**src/rtl/gb_fb_arbiter.sv**
```systemverilog
// rtl/gb_fb_arbiter.sv - framebuffer RAM arbiter: priority scanout reads, FIFO-buffered PPU writes
//
// Ports:
//   clk, reset         clock; asynchronous active-high reset
//   rd_req_i/x_i/y_i   scanout read request and pixel coordinates
//   rd_valid_o/data_o  read result, fixed two cycles after the request
//   wr_valid_i/ready_o writer handshake; wr_x_i/wr_y_i/wr_data_i pixel to write
//   mem_*              registered single-port synchronous RAM interface
//   fifo_level_o       write FIFO occupancy
//   drop_count_o       saturating count of out-of-range writes
//   wr_starved_o       sticky flag: writer blocked on a full FIFO too long
module gb_fb_arbiter #(
    parameter int DATA_W       = 2,
    parameter int ADDR_W       = 15,
    parameter int FIFO_DEPTH   = 4,
    parameter int STARVE_LIMIT = 64,
    localparam int LW          = $clog2(FIFO_DEPTH) + 1,
    localparam int PW          = $clog2(FIFO_DEPTH),
    localparam int SW          = $clog2(STARVE_LIMIT + 1)
) (
    input  logic              clk,
    input  logic              reset,
    input  logic              rd_req_i,
    input  logic [7:0]        rd_x_i,
    input  logic [7:0]        rd_y_i,
    output logic              rd_valid_o,
    output logic [DATA_W-1:0] rd_data_o,
    input  logic              wr_valid_i,
    output logic              wr_ready_o,
    input  logic [7:0]        wr_x_i,
    input  logic [7:0]        wr_y_i,
    input  logic [DATA_W-1:0] wr_data_i,
    output logic [ADDR_W-1:0] mem_addr_o,
    output logic              mem_we_o,
    output logic [DATA_W-1:0] mem_wdata_o,
    input  logic [DATA_W-1:0] mem_rdata_i,
    output logic [LW-1:0]     fifo_level_o,
    output logic [7:0]        drop_count_o,
    output logic              wr_starved_o
);

    // y*160 + x as two shifts and an add.
    function automatic logic [ADDR_W-1:0] xy_addr(input logic [7:0] x, input logic [7:0] y);
        logic [ADDR_W-1:0] ye;
        ye = ADDR_W'(y);
        return (ye << 7) + (ye << 5) + ADDR_W'(x);
    endfunction

    function automatic logic in_range(input logic [7:0] x, input logic [7:0] y);
        return (x < 8'd160) && (y < 8'd144);
    endfunction

    logic [ADDR_W-1:0] fifo_addr_q [FIFO_DEPTH];
    logic [DATA_W-1:0] fifo_data_q [FIFO_DEPTH];
    logic [PW-1:0]     wr_ptr_q, wr_ptr_d, rd_ptr_q, rd_ptr_d;
    logic [LW-1:0]     level_q, level_d;
    logic [7:0]        drop_q, drop_d;
    logic [SW-1:0]     starve_cnt_q, starve_cnt_d;
    logic              starved_q, starved_d;
    logic [ADDR_W-1:0] mem_addr_q, mem_addr_d;
    logic              mem_we_q, mem_we_d;
    logic [DATA_W-1:0] mem_wdata_q, mem_wdata_d;
    // Read pipeline: stage 1 covers the RAM access cycle, stage 2 the RAM output cycle.
    logic              p1_vld_q, p1_hit_q, p2_vld_q, p2_hit_q;
    logic              rd_valid_q;
    logic [DATA_W-1:0] rd_data_q, rd_data_d;

    logic rd_hit, wr_fire, push, drop, pop, blocked;

    always_comb begin
        rd_hit     = rd_req_i && in_range(rd_x_i, rd_y_i);
        // Ready depends only on registered occupancy so a same-cycle pop never admits a push to a full FIFO.
        wr_ready_o = (level_q != LW'(FIFO_DEPTH));
        wr_fire    = wr_valid_i && wr_ready_o;
        push       = wr_fire && in_range(wr_x_i, wr_y_i);
        drop       = wr_fire && !in_range(wr_x_i, wr_y_i);
        pop        = !rd_hit && (level_q != '0);
        blocked    = !wr_ready_o && wr_valid_i && !pop;

        wr_ptr_d = push ? wr_ptr_q + 1'b1 : wr_ptr_q;
        rd_ptr_d = pop  ? rd_ptr_q + 1'b1 : rd_ptr_q;
        level_d  = level_q + LW'(push) - LW'(pop);
        drop_d   = (drop && drop_q != 8'hFF) ? drop_q + 8'd1 : drop_q;

        starve_cnt_d = '0;
        if (blocked) begin
            starve_cnt_d = (starve_cnt_q == SW'(STARVE_LIMIT)) ? starve_cnt_q : starve_cnt_q + 1'b1;
        end
        starved_d = starved_q || (blocked && starve_cnt_q == SW'(STARVE_LIMIT - 1));

        mem_addr_d  = mem_addr_q;
        mem_we_d    = 1'b0;
        mem_wdata_d = mem_wdata_q;
        if (rd_hit) begin
            mem_addr_d = xy_addr(rd_x_i, rd_y_i);
        end else if (pop) begin
            mem_addr_d  = fifo_addr_q[rd_ptr_q];
            mem_wdata_d = fifo_data_q[rd_ptr_q];
            mem_we_d    = 1'b1;
        end

        // Out-of-range reads never touched the RAM, so their result is forced to zero.
        rd_data_d = p2_hit_q ? mem_rdata_i : '0;
    end

    // FIFO payload needs no reset; occupancy and pointers define validity.
    always_ff @(posedge clk) begin
        if (push) begin
            fifo_addr_q[wr_ptr_q] <= xy_addr(wr_x_i, wr_y_i);
            fifo_data_q[wr_ptr_q] <= wr_data_i;
        end
    end

    always_ff @(posedge clk or posedge reset) begin
        if (reset) begin
            wr_ptr_q     <= '0;
            rd_ptr_q     <= '0;
            level_q      <= '0;
            drop_q       <= '0;
            starve_cnt_q <= '0;
            starved_q    <= 1'b0;
            mem_addr_q   <= '0;
            mem_we_q     <= 1'b0;
            mem_wdata_q  <= '0;
            p1_vld_q     <= 1'b0;
            p1_hit_q     <= 1'b0;
            p2_vld_q     <= 1'b0;
            p2_hit_q     <= 1'b0;
            rd_valid_q   <= 1'b0;
            rd_data_q    <= '0;
        end else begin
            wr_ptr_q     <= wr_ptr_d;
            rd_ptr_q     <= rd_ptr_d;
            level_q      <= level_d;
            drop_q       <= drop_d;
            starve_cnt_q <= starve_cnt_d;
            starved_q    <= starved_d;
            mem_addr_q   <= mem_addr_d;
            mem_we_q     <= mem_we_d;
            mem_wdata_q  <= mem_wdata_d;
            p1_vld_q     <= rd_req_i;
            p1_hit_q     <= rd_hit;
            p2_vld_q     <= p1_vld_q;
            p2_hit_q     <= p1_hit_q;
            rd_valid_q   <= p2_vld_q;
            rd_data_q    <= rd_data_d;
        end
    end

    assign rd_valid_o   = rd_valid_q;
    assign rd_data_o    = rd_data_q;
    assign mem_addr_o   = mem_addr_q;
    assign mem_we_o     = mem_we_q;
    assign mem_wdata_o  = mem_wdata_q;
    assign fifo_level_o = level_q;
    assign drop_count_o = drop_q;
    assign wr_starved_o = starved_q;

endmodule
```
**config.mk**
```make
export PLATFORM = sky130hd
export DESIGN_NAME = gb_fb_arbiter
export DESIGN_NICKNAME = d
export VERILOG_FILES = /design/src/rtl/gb_fb_arbiter.sv
export SDC_FILE = /design/constraint.sdc
export NUM_CORES = 1
export LEC_CHECK = 0
export CORE_MARGIN = 4
export CORE_UTILIZATION = 35
export CTS_BUF_LIST = sky130_fd_sc_hd__clkbuf_8
export CTS_CLUSTER_SIZE = 30
export DETAILED_ROUTE_END_ITERATION = 6
export GPL_ROUTABILITY_DRIVEN = 1
export PLACE_DENSITY = 0.55
export SYNTH_ARGS = -nofsm -noshare
export SYNTH_HDL_FRONTEND = slang
export SYNTH_SLANG_ARGS = --single-unit
```
**constraint.sdc**
```tcl
create_clock -name clk -period 2.2 [get_ports clk]
set_input_delay 0.33 -clock clk [delete_from_list [all_inputs] [get_ports clk]]
set_output_delay 0.33 -clock clk [all_outputs]
set_load 0.03 [all_outputs]
```
==> summary.md <==
| Metric | Value |
|---|---|
| Outcome | `complete, no violations` |
| Crit Path Max Fanout | `4` |
| Final Hold Viols | `0` |
| Layout Cells excl Fill | `about 750` |
| Clock root buffer | `clkbuf_8` |
| Via-to-Cell Ratio | `between 4 and 5` |
| CTS tree | `built` |
| Minimum clock period | `between 2 and 2.5 ns` |
| Router iterations before antenna repair | `4` |
| Crit share post-route | `between 90% and 100%` |
| Worst stage delay on the critical path | `~0.52 ns` |
| Worst-Skew Late Latency | `0.43 ns` |
| FF-to-FF Start | `fifo_level_o[0]$_DFF_PP0_` |
| Post-synthesis sequential area ratio | `around three fifths` |
| Worst R2R Path Depth | `10` |
| CTS Buf Count | `17` |
| Crit Path Class | `primary input to flop` |
| Clk slew on worst S/H paths | `~0.07 ns` |
| Synth Instances | `~380` |
| Fmax | `between 400 and 500 MHz` |
| R2R Setup Slk | `between 0.1 and 0.15 ns` |
| Post-Route WL | `roughly 11 mm` |
| CTS Sinks | `116` |
| Chip width | `133.7 um` |
| Final Skew | `0.01154 ns` |
| Clock buffer depth | `2` |
| Top-area cell type share of the netlist area | `36.91%` |
| CP Capture Type | `flop` |
| PnR Total Power | `between 0.008 and 0.009 W` |
| Routed vias | `~3500` |
| Syn nets | `around 460` |
| # DRC | `0` |
| LEAKAGE | `3.125 nW` |
| Avg Inst Size Synth | `14.60 um^2` |
| CP Launch Type | `primary input` |
| Ys async rst share | `41.38%` |
| Routed WL per cell | `approximately 15 um` |
| Worst path required time | `around 2.4 ns` |
| First-pass GRT wire length | `18.29 mm` |
| Layout area overhead | `37.70%` |
| Reg2reg end | `fifo_level_o[2]$_DFF_PP0_` |
| Chip Height | `between 100 and 150 um` |
| Most used flip-flop cell after synthesis | `edfxtp_1` |
| Post-synth EDFFs | `68` |
| Slowest cell on crit path | `fa_1` |
| Detailed Place HPWL | `approximately 7.9 mm` |
| Final core utilization | `49.56%` |
| NumNets Final | `slightly above 600` |
| Number of library cell types mapped by synthesis | `47` |
| Final Max Slew Viols | `0` |
| Hold WC Path Type | `primary input to asynchronous set/reset pin` |
| Total gr overflow | `0` |
| PortBufs | `between 70 and 80` |
| Initial Util | `a little over a third` |
| Top Metal Used | `met4` |
| Setup TNS | `0 ns` |
| Seq. cell area | `between 3000 and 4000 um^2` |
| Max Cap Violations | `0` |
| CTS H-tree lvls | `4` |
| Antenna Cells | `0` |
| Largest net degree at the start of global routing | `between 40 and 50` |
| Worst-Margin Slew | `about 0.4 ns` |
| Fill cells | `1343` |
| Netlist Area Pre-Place | `about 5500 um^2` |
| Arr. time, crit path | `roughly 2.3 ns` |
| Num ports | `between 70 and 80` |
| DRT met1 WL | `5.271 mm` |
| Top cells by area, synth | `edfxtp_1 (37%), dfrtp_1 (22%), ha_1 (8.8%)` |
| Num rows | `45` |
| Routed wl met2 | `between 5 and 6 mm` |
| Met3 WL | `roughly 450 um` |
| Final setup viols | `0` |
| Initial antenna violation count | `0` |
| Placeable core area | `15370 um^2` |
| Pwr Density | `1075 nW/um^2` |
| Seq cells post-synth | `~120` |
| Routed Antenna Nets | `0` |
| Synth area leader | `edfxtp_1` |
| Yosys warns | `0` |
| Cells after DPL | `711` |
| GRT Total Usage | `between 10% and 20%` |
| Peak VDD IR | `0.0004374 V` |
| Placer congestion estimate | `between 0.7 and 0.8` |
| Share of cells above drive strength 1 | `between 30% and 40%` |
| Detailed Route Iter0 Violations | `between 100 and 150` |
| Multi-input gate area | `around 2400 um^2` |
| Slew margin rel. | `about 74%` |
| CP cell instances | `clkdlybuf4s15_2 -> inv_2 -> fa_1 -> inv_1 -> ha_1 -> a21o_1 -> a221o_1 -> o21ai_2 -> a21oi_2 -> xnor2_2` |
| Die footprint | `~18000 um^2` |
| Worst hold slack | `0.2509 ns` |
| Vias in the first global route | `around 3600` |
-- area by class of cell --
type                    instances  share of cell area, %
well taps                     211                  3.465
multi-input cells             229                  30.94
clock buffers                  17                  3.071
clock inverters                15                  1.872
flip-flops and latches        116                  42.62
inverters                      25                  1.330
repair buffers                135                  16.70
-- layer usage --
metal  up-vias  track usage (%)
met5         -                0
met4         0            5.314
met3        16            3.852
met2        75            20.44
met1      1678            17.48
li1       1683                -
-- Yosys cell counts (7+ instances only) --
cell and n:
xor2_1 11, mux2_2 7, o21ai_1 16, xnor2_1 19
mux4_2 17, dfrtp_1 48, and3_1 7, edfxtp_1 68
mux2i_1 11, ha_1 39, nand2_1 21, nor2_1 18
inv_1 24, nand3_1 7
-- layout by cell type, fill, tap and decap left out, types with 17 or more instances in the layout --
cell type	n
edfxtp_1	68
clkdlybuf4s50_1	56
buf_4	56
dfrtp_1	45
ha_1	30
inv_1	22
nand2_1	19
mux4_2	17
clkbuf_8	17
-- kinds of logic (layout without fill, tap and decap cells) --
kind of cell             after synthesis  count (layout)  synth area share [%]
flip-flops                           116             116                 58.62
AND/OR/NAND/NOR                       73              73                 6.898
AO/OA/AOI/OAI                         45              45                 5.382
adder cells (fa/ha/maj)               44              44                 10.63
multiplexers                          36              36                 10.61
buffers and inverters                 34             192                 2.827
XOR/XNOR                              31              31                 5.043
-- flip-flops by register name (all words and copies together), names as in the netlist --
name          flops
drop_count_o      8
mem_we_o          1
p2_vld_q          1
p2_hit_q          1
starve_cnt_q      7
fifo_level_o      3
wr_starved_o      1
rd_valid_o        1
wr_ptr_q          2
rd_data_o         2
mem_addr_o       15
mem_wdata_o       2
fifo_addr_q      60
rd_ptr_q          2
fifo_data_q       8
p1_hit_q          1
p1_vld_q          1
-- worst max path at each step --
stage | start | depth (start not counted) | slack [ns] | endpoint
6_report | wr_y_i[0] | 10 | 0.04 | fifo_addr_q[1][13]$_DFFE_PP_
5_1_grt | wr_y_i[0] | 10 | -0.02 | fifo_addr_q[2][13]$_DFFE_PP_
4_1_cts | rd_x_i[6] | 9 | 0.0007 | mem_addr_o[14]$_DFFE_PP0P_
3_5_place_dp | wr_x_i[7] | 10 | -0.83 | fifo_addr_q[3][13]$_DFFE_PP_
3_3_place_gp | wr_x_i[7] | 10 | -0.75 | fifo_addr_q[0][14]$_DFFE_PP_
2_1_floorplan | fifo_level_o[2]$_DFF_PP0_ | 9 | -0.12 | fifo_level_o[2]$_DFF_PP0_
-- metrics by stage --
step                      instance area, um^2  worst slack, ns
after global placement                   6988          -0.7542
after detailed placement                 6988          -0.8291
after global routing                     7619         -0.01844
after floorplan                          5565          -0.1194
final                                    7619          0.04461
after CTS                                7451        0.0006595
-- report_power, final --
part	switching, W	internal (W)
Combinational	0.00162	0.00161
Sequential	0.000328	0.00278
Clock	0.000863	0.000993
-- what timing repair did --
item | 4_1_cts | 5_1_grt
hold buffers | 0 | 0
pin swaps | 20 | 18
buffers inserted | 2 | 3
resized for setup | 27 | 32
endpoints found under the setup margin | 30 | 21
hold endpoints to repair | 0 | 0
-- critical path: cells and delay by family --
| family | cells | cell delay [ns] |
|---|---|---|
| XOR/XNOR | 1 | 0.16 |
| AO/OA/AOI/OAI | 4 | 0.77 |
| adder cells (fa/ha/maj) | 2 | 0.78 |
| buffers and inverters | 3 | 0.29 |
(Power assumes the default switching activity.)
